===== src/rtl/port_pkt_tx.sv =====
// ---------------------------------------------------------------------------
// port_pkt_tx
//
// Per-port packet transmitter. Host requests are queued in a small FIFO.
// Each one is classified with the same legality rules the switch parser
// uses. Illegal requests are dropped and counted. Legal ones are presented
// to the switch as {source, target, type, data} over a valid/ready
// handshake. Packets leave in the order they were accepted.
//
// Optional feature (compile-time macro): TX_TIMEOUT_EN
//   When defined, a packet that stalls for TIMEOUT cycles is abandoned.
//   tx_timeout_o pulses for one cycle and the FSM returns to IDLE.
//   When undefined, SEND waits indefinitely and tx_timeout_o is tied to 0.
//
// Packet type encoding (tx_type_o):
//   2'd0 ERR (idle / no packet)
//   2'd1 SDP (single destination)
//   2'd2 MDP (2 or 3 destinations)
//   2'd3 BDP (broadcast)
//
// Ports:
//   clk          clock; all state changes on the rising edge
//   rst_n        asynchronous active-low reset
//   req_valid_i  host request valid
//   req_ready_o  FIFO not full (from the registered count)
//   req_target_i destination port mask of the request
//   req_data_i   request payload
//   tx_valid_o   packet valid toward the switch
//   tx_ready_i   switch accepts the packet
//   tx_source_o  one-hot source, 4'b0001 << PORT_ID (constant)
//   tx_target_o  destination mask of the current packet
//   tx_data_o    payload of the current packet
//   tx_type_o    packet type; ERR when idle
//   drop_cnt_o   saturating count of illegal requests
//   tx_timeout_o one-cycle abort pulse
//   busy_o       FIFO non-empty or packet in flight
// ---------------------------------------------------------------------------
module port_pkt_tx #(
    parameter int PORT_ID = 0,
    parameter int DATA_W  = 8,
    parameter int DEPTH   = 4,
    parameter int TIMEOUT = 16
) (
    input  logic              clk,
    input  logic              rst_n,
    input  logic              req_valid_i,
    output logic              req_ready_o,
    input  logic [3:0]        req_target_i,
    input  logic [DATA_W-1:0] req_data_i,
    output logic              tx_valid_o,
    input  logic              tx_ready_i,
    output logic [3:0]        tx_source_o,
    output logic [3:0]        tx_target_o,
    output logic [DATA_W-1:0] tx_data_o,
    output logic [1:0]        tx_type_o,
    output logic [7:0]        drop_cnt_o,
    output logic              tx_timeout_o,
    output logic              busy_o
);

    localparam int AW = (DEPTH > 1) ? $clog2(DEPTH) : 1;
    localparam int CW = $clog2(DEPTH + 1);
    localparam logic [3:0] SOURCE = 4'(4'b0001 << PORT_ID);

    localparam logic [1:0] TYPE_ERR = 2'd0;
    localparam logic [1:0] TYPE_SDP = 2'd1;
    localparam logic [1:0] TYPE_MDP = 2'd2;
    localparam logic [1:0] TYPE_BDP = 2'd3;

    typedef enum logic {
        IDLE = 1'b0,
        SEND = 1'b1
    } state_t;

    // ------------------------------------------------------------------
    // Request FIFO: entry = {target, data}
    // ------------------------------------------------------------------
    logic [DATA_W+3:0] mem_q [DEPTH];
    logic [AW-1:0]     wr_ptr_q, wr_ptr_d;
    logic [AW-1:0]     rd_ptr_q, rd_ptr_d;
    logic [CW-1:0]     count_q, count_d;
    logic              push;
    logic              pop;
    logic              fifo_nempty;

    // Full is judged on the registered count only, so a same-cycle pop
    // never lets a push through a full FIFO.
    assign req_ready_o = (count_q != CW'(DEPTH));
    assign fifo_nempty = (count_q != '0);
    assign push        = req_valid_i && req_ready_o;

    always_ff @(posedge clk) begin
        if (push) begin
            mem_q[wr_ptr_q] <= {req_target_i, req_data_i};
        end
    end

    // DEPTH is a power of two, so pointer overflow is the modulo wrap.
    always_comb begin
        wr_ptr_d = push ? wr_ptr_q + AW'(1) : wr_ptr_q;
        rd_ptr_d = pop  ? rd_ptr_q + AW'(1) : rd_ptr_q;
        count_d  = count_q;
        if (push && !pop) begin
            count_d = count_q + CW'(1);
        end else if (!push && pop) begin
            count_d = count_q - CW'(1);
        end
    end

    // ------------------------------------------------------------------
    // Classification of the FIFO head
    // ------------------------------------------------------------------
    logic [3:0]        head_target;
    logic [DATA_W-1:0] head_data;
    logic [2:0]        head_pop;
    logic [1:0]        head_type;
    logic              head_legal;

    assign head_target = mem_q[rd_ptr_q][DATA_W+3:DATA_W];
    assign head_data   = mem_q[rd_ptr_q][DATA_W-1:0];
    assign head_pop    = {2'b00, head_target[0]} + {2'b00, head_target[1]}
                       + {2'b00, head_target[2]} + {2'b00, head_target[3]};

    always_comb begin
        case (head_pop)
            3'd1:       head_type = TYPE_SDP;
            3'd2, 3'd3: head_type = TYPE_MDP;
            3'd4:       head_type = TYPE_BDP;
            default:    head_type = TYPE_ERR;
        endcase
    end

    // Targeting our own port is illegal except as part of a broadcast.
    assign head_legal = (head_target != 4'h0)
                     && (((head_target & SOURCE) == 4'h0) || (head_target == 4'hF));

    // ------------------------------------------------------------------
    // Transmit FSM
    // ------------------------------------------------------------------
    state_t            state_q, state_d;
    logic [3:0]        tx_target_q, tx_target_d;
    logic [DATA_W-1:0] tx_data_q, tx_data_d;
    logic [1:0]        tx_type_q, tx_type_d;
    logic [7:0]        drop_cnt_q, drop_cnt_d;
    logic              drop_inc;
`ifdef TX_TIMEOUT_EN
    logic [7:0]        stall_q, stall_d;
    logic              timeout_q, timeout_d;
`endif

    always_comb begin
        state_d     = state_q;
        tx_target_d = tx_target_q;
        tx_data_d   = tx_data_q;
        tx_type_d   = tx_type_q;
        pop         = 1'b0;
        drop_inc    = 1'b0;
`ifdef TX_TIMEOUT_EN
        stall_d     = stall_q;
        timeout_d   = 1'b0;
`endif
        case (state_q)
            IDLE: begin
                if (fifo_nempty) begin
                    pop = 1'b1;
                    if (head_legal) begin
                        tx_target_d = head_target;
                        tx_data_d   = head_data;
                        tx_type_d   = head_type;
                        state_d     = SEND;
`ifdef TX_TIMEOUT_EN
                        stall_d     = '0;
`endif
                    end else begin
                        drop_inc = 1'b1;
                    end
                end
            end
            SEND: begin
                if (tx_ready_i) begin
`ifdef TX_TIMEOUT_EN
                    stall_d = '0;
`endif
                    if (fifo_nempty) begin
                        pop = 1'b1;
                        if (head_legal) begin
                            // Back-to-back: next packet loads on the handshake edge.
                            tx_target_d = head_target;
                            tx_data_d   = head_data;
                            tx_type_d   = head_type;
                        end else begin
                            drop_inc  = 1'b1;
                            tx_type_d = TYPE_ERR;
                            state_d   = IDLE;
                        end
                    end else begin
                        tx_type_d = TYPE_ERR;
                        state_d   = IDLE;
                    end
                end
`ifdef TX_TIMEOUT_EN
                // This cycle is the TIMEOUT-th consecutive stall: abandon.
                else if (stall_q == 8'(TIMEOUT - 1)) begin
                    tx_type_d = TYPE_ERR;
                    timeout_d = 1'b1;
                    state_d   = IDLE;
                end else begin
                    stall_d = stall_q + 8'd1;
                end
`endif
            end
            default: state_d = IDLE;
        endcase
    end

    assign drop_cnt_d = (drop_inc && (drop_cnt_q != 8'hFF)) ? drop_cnt_q + 8'd1
                                                            : drop_cnt_q;

    always_ff @(posedge clk or negedge rst_n) begin
        if (!rst_n) begin
            state_q     <= IDLE;
            wr_ptr_q    <= '0;
            rd_ptr_q    <= '0;
            count_q     <= '0;
            tx_target_q <= '0;
            tx_data_q   <= '0;
            tx_type_q   <= TYPE_ERR;
            drop_cnt_q  <= '0;
        end else begin
            state_q     <= state_d;
            wr_ptr_q    <= wr_ptr_d;
            rd_ptr_q    <= rd_ptr_d;
            count_q     <= count_d;
            tx_target_q <= tx_target_d;
            tx_data_q   <= tx_data_d;
            tx_type_q   <= tx_type_d;
            drop_cnt_q  <= drop_cnt_d;
        end
    end

`ifdef TX_TIMEOUT_EN
    always_ff @(posedge clk or negedge rst_n) begin
        if (!rst_n) begin
            stall_q   <= '0;
            timeout_q <= 1'b0;
        end else begin
            stall_q   <= stall_d;
            timeout_q <= timeout_d;
        end
    end
    assign tx_timeout_o = timeout_q;
`else
    assign tx_timeout_o = 1'b0;
`endif

    assign tx_valid_o  = (state_q == SEND);
    assign tx_source_o = SOURCE;
    assign tx_target_o = tx_target_q;
    assign tx_data_o   = tx_data_q;
    assign tx_type_o   = tx_type_q;
    assign drop_cnt_o  = drop_cnt_q;
    assign busy_o      = fifo_nempty || tx_valid_o;

endmodule


===== config.mk =====
export PLATFORM = sky130hd
export DESIGN_NAME = port_pkt_tx
export DESIGN_NICKNAME = d
export VERILOG_FILES = /design/src/rtl/port_pkt_tx.sv
export SDC_FILE = /design/constraint.sdc
export NUM_CORES = 1
export LEC_CHECK = 0
export CAP_MARGIN = 20
export CORE_UTILIZATION = 54
export DETAILED_ROUTE_END_ITERATION = 8
export GPL_TIMING_DRIVEN = 0
export PLACE_DENSITY = 0.86
export SLEW_MARGIN = 20
export SYNTH_ARGS = -nofsm -noshare
export SYNTH_HDL_FRONTEND = slang
export SYNTH_SLANG_ARGS = --single-unit

===== constraint.sdc =====
create_clock -name clk -period 3.3 [get_ports clk]
set_input_delay 0.495 -clock clk [delete_from_list [all_inputs] [get_ports clk]]
set_output_delay 0.495 -clock clk [all_outputs]
set_load 0.1 [all_outputs]

==> results.py <==
metrics = {
    "outcome": {
        "status": "completed",
    },
    "synthesis": {
        "synth_commonest_cells": "48 x edfxtp_1, 30 x dfrtp_1, 14 x inv_1, 12 x mux4_2",
        "synth_cell_type_count": 38,
        "synth_edf_count": 48,
        "yosys.area.top_type": "edfxtp_1",
        "yosys_most_used_dff": "edfxtp_1",
        "ys_seq_area_frac": 0.644,
        "synth_seq_cells": 78,
        "synthTopCellsByArea": "edfxtp_1 42%, dfrtp_1 22%, mux4_2 7.9%",
        "yosys_warnings": 0,
        "netlist_area_um2": 3410,
        "syn_inst": 208,
        "async_flop_share": 0.385,
        "synth.top_cell.area_share": 0.423,
        "syn_avg_cell_area_um2": 16.4,
        "synth.most_common_cell": "edfxtp_1",
    },
    "die": {
        "die_h_um": 81.4,
        "rows": 28,
        "core_area_um2": 5990,
        "start_util": 0.569,
        "ios": 46,
        "dieWidth_um": 81.4,
        "die_area_um2": 6630,
    },
    "sta": {
        "max_freq_mhz": 334,
        "hold_ws_ns": 0.195,
        "finalHoldViolations": 0,
        "fin_crit_sh": 0.909,
        "maxSlewHeadroom": 0.331,
        "tns_ns": 0,
        "setup_viol": 0,
        "fin_skew_ns": 0.0118,
        "period_needed_ns": 3.00,
        "rsz0062_at_grt": "false",
        "timing.final.max_slew_violations": 0,
        "tightest_slew_ns": 1.00,
    },
    "clock_tree": {
        "cts_hold_buf": 0,
        "cts_buffer_depth": 2,
        "cts_sinks": 78,
        "cts_resized": 1,
        "post_cts_buffers": 0,
        "cts_buffers": 9,
        "clkTransAtPathRegs_ns": 0.08,
        "clk_latency_ns": 0.35,
        "h-tree-depth": 3,
        "cts_root_buf": "clkbuf_8",
        "cts_tree": "done",
    },
    "global_routing": {
        "grt_pass1_vias": 1935,
        "gr-usage-all-layers": 0.209,
        "overflow": 0,
        "grt_max_degree": 31,
        "grt_pass1_wl_um": 9650,
        "antenna_found_initial": 0,
    },
    "routing": {
        "drc": 0,
        "drtPass1Iterations": 6,
        "route.vias.total": 1873,
        "drtIter0Drc": 126,
        "wl_per_cell_um": 18.0,
        "ant_nets": 0,
        "wl_um": 6150,
        "viasPerCell": 5.48,
    },
    "critical_path": {
        "cp-start-kind": "flop",
        "critPathCaptureType": "flop",
        "arrival_ns": 3.23,
        "crit_type": "reg -> reg",
        "required_ns": 3.53,
        "timing.critical_path.fanout_max": 10,
    },
    "placed_design": {
        "place.gp.congestion": 0.718,
        "port-buffer-count": 40,
        "post-dp-hpwl_um": 4160,
    },
    "layout": {
        "final_nets": 290,
        "drive_above_1_share": 0.199,
        "areaGrowthSynthToFinish_pct": 21.9,
        "antenna_cells": 0,
        "nFillCells": 395,
    },
    "hold_path": {
        "hp-class": "in -> async",
    },
    "flow_run": {
        "cap_violations": 0,
    },
}
-- state kept, by name, summed over array words and instances, names as in the netlist --
name,cells
drop_cnt_o,8
tx_data_o,8
tx_valid_o,1
tx_type_o,2
count_q,3
rd_ptr_q,2
mem_q,48
wr_ptr_q,2
tx_target_o,4
-- critical path: stages (launching register included) --
cell and delay, ns:
dfrtp_1 0.47, clkbuf_2 0.35, mux4_2 0.29, inv_1 0.09, ha_1 0.19, nor2b_1 0.13, a22oi_1 0.28, a2bb2oi_4 0.31
and2_4 0.20, buf_6 0.12, buf_12 0.15, mux2_4 0.31
-- per-layer routing --
metal	GRT usage	part of all wire	up-vias
met5	0	0	-
met4	0.105	0.017	0
met3	0.0533	0.040	10
met2	0.338	0.51	55
met1	0.261	0.43	945
li1	-	-	863
-- cells in the final DEF (no fill, tap or decap), types with 5 or more instances in the layout --
cell type and instances:
clkdlybuf4s50_1 39, mux2_4 7, nand2_1 8, buf_4 5
clkbuf_8 9, ha_1 10, nor2_1 6, xor2_1 10
nand3_1 5, mux2_2 6, mux4_2 12, inv_1 14
conb_1 5, edfxtp_1 48, dfrtp_1 30
-- per-stage QoR --
stage | cell area, µm² | worst slack (ns) | instances | utilization
2_1_floorplan | 3420 | 0.579 | 211 | -
3_3_place_gp | 3910 | 0.111 | 326 | 0.653
3_5_place_dp | 3910 | 0.0491 | 326 | 0.652
4_1_cts | 4150 | 0.284 | 342 | 0.693
5_1_grt | 4150 | 0.149 | 342 | 0.693
6_report | 4150 | 0.302 | 342 | 0.693
-- cell families (layout without fill, tap and decap cells) --
family / count (synthesis) / after routing / synth area share
xor+xnor: 14 / 14 / 0.0404
compound gates: 13 / 13 / 0.0301
flops: 78 / 78 / 0.644
other cells: 2 / 5 / 0.00221
mux: 27 / 27 / 0.136
buf+inv: 24 / 80 / 0.0411
fa+ha+maj: 12 / 12 / 0.0485
simple gates: 38 / 38 / 0.0580
-- worst paths after layout --
kind,from,end,slack [ns],depth (start not counted)
max,rd_ptr_q[1],tx_data_o[2],0.30,11
min,rst_n,tx_type_o[0],0.19,1
max reg2reg,rd_ptr_q[1],tx_data_o[2],0.30,11
min reg2reg,drop_cnt_o[7],drop_cnt_o[7],0.51,1
max in group asynchronous,rst_n,rd_ptr_q[0],2.65,1
min in group clk,drop_cnt_o[7],drop_cnt_o[7],0.51,1
-- cell type report --
cell class / instances / area (µm²) / share of cell area
plain buffers: 10 / 88.8 / 0.0214
clock buffers: 9 / 124 / 0.0298
clock inverters: 7 / 119 / 0.0286
inverters: 14 / 52.6 / 0.0127
multi-input cells: 109 / 1080 / 0.261
flip-flops and latches: 78 / 2190 / 0.528
well taps: 75 / 93.8 / 0.0226
repair buffers: 40 / 395 / 0.0953
Power is left out: the tool's default activity adds up to more than one toggle a clock period on the data nets, which glitch-free logic cannot reach.
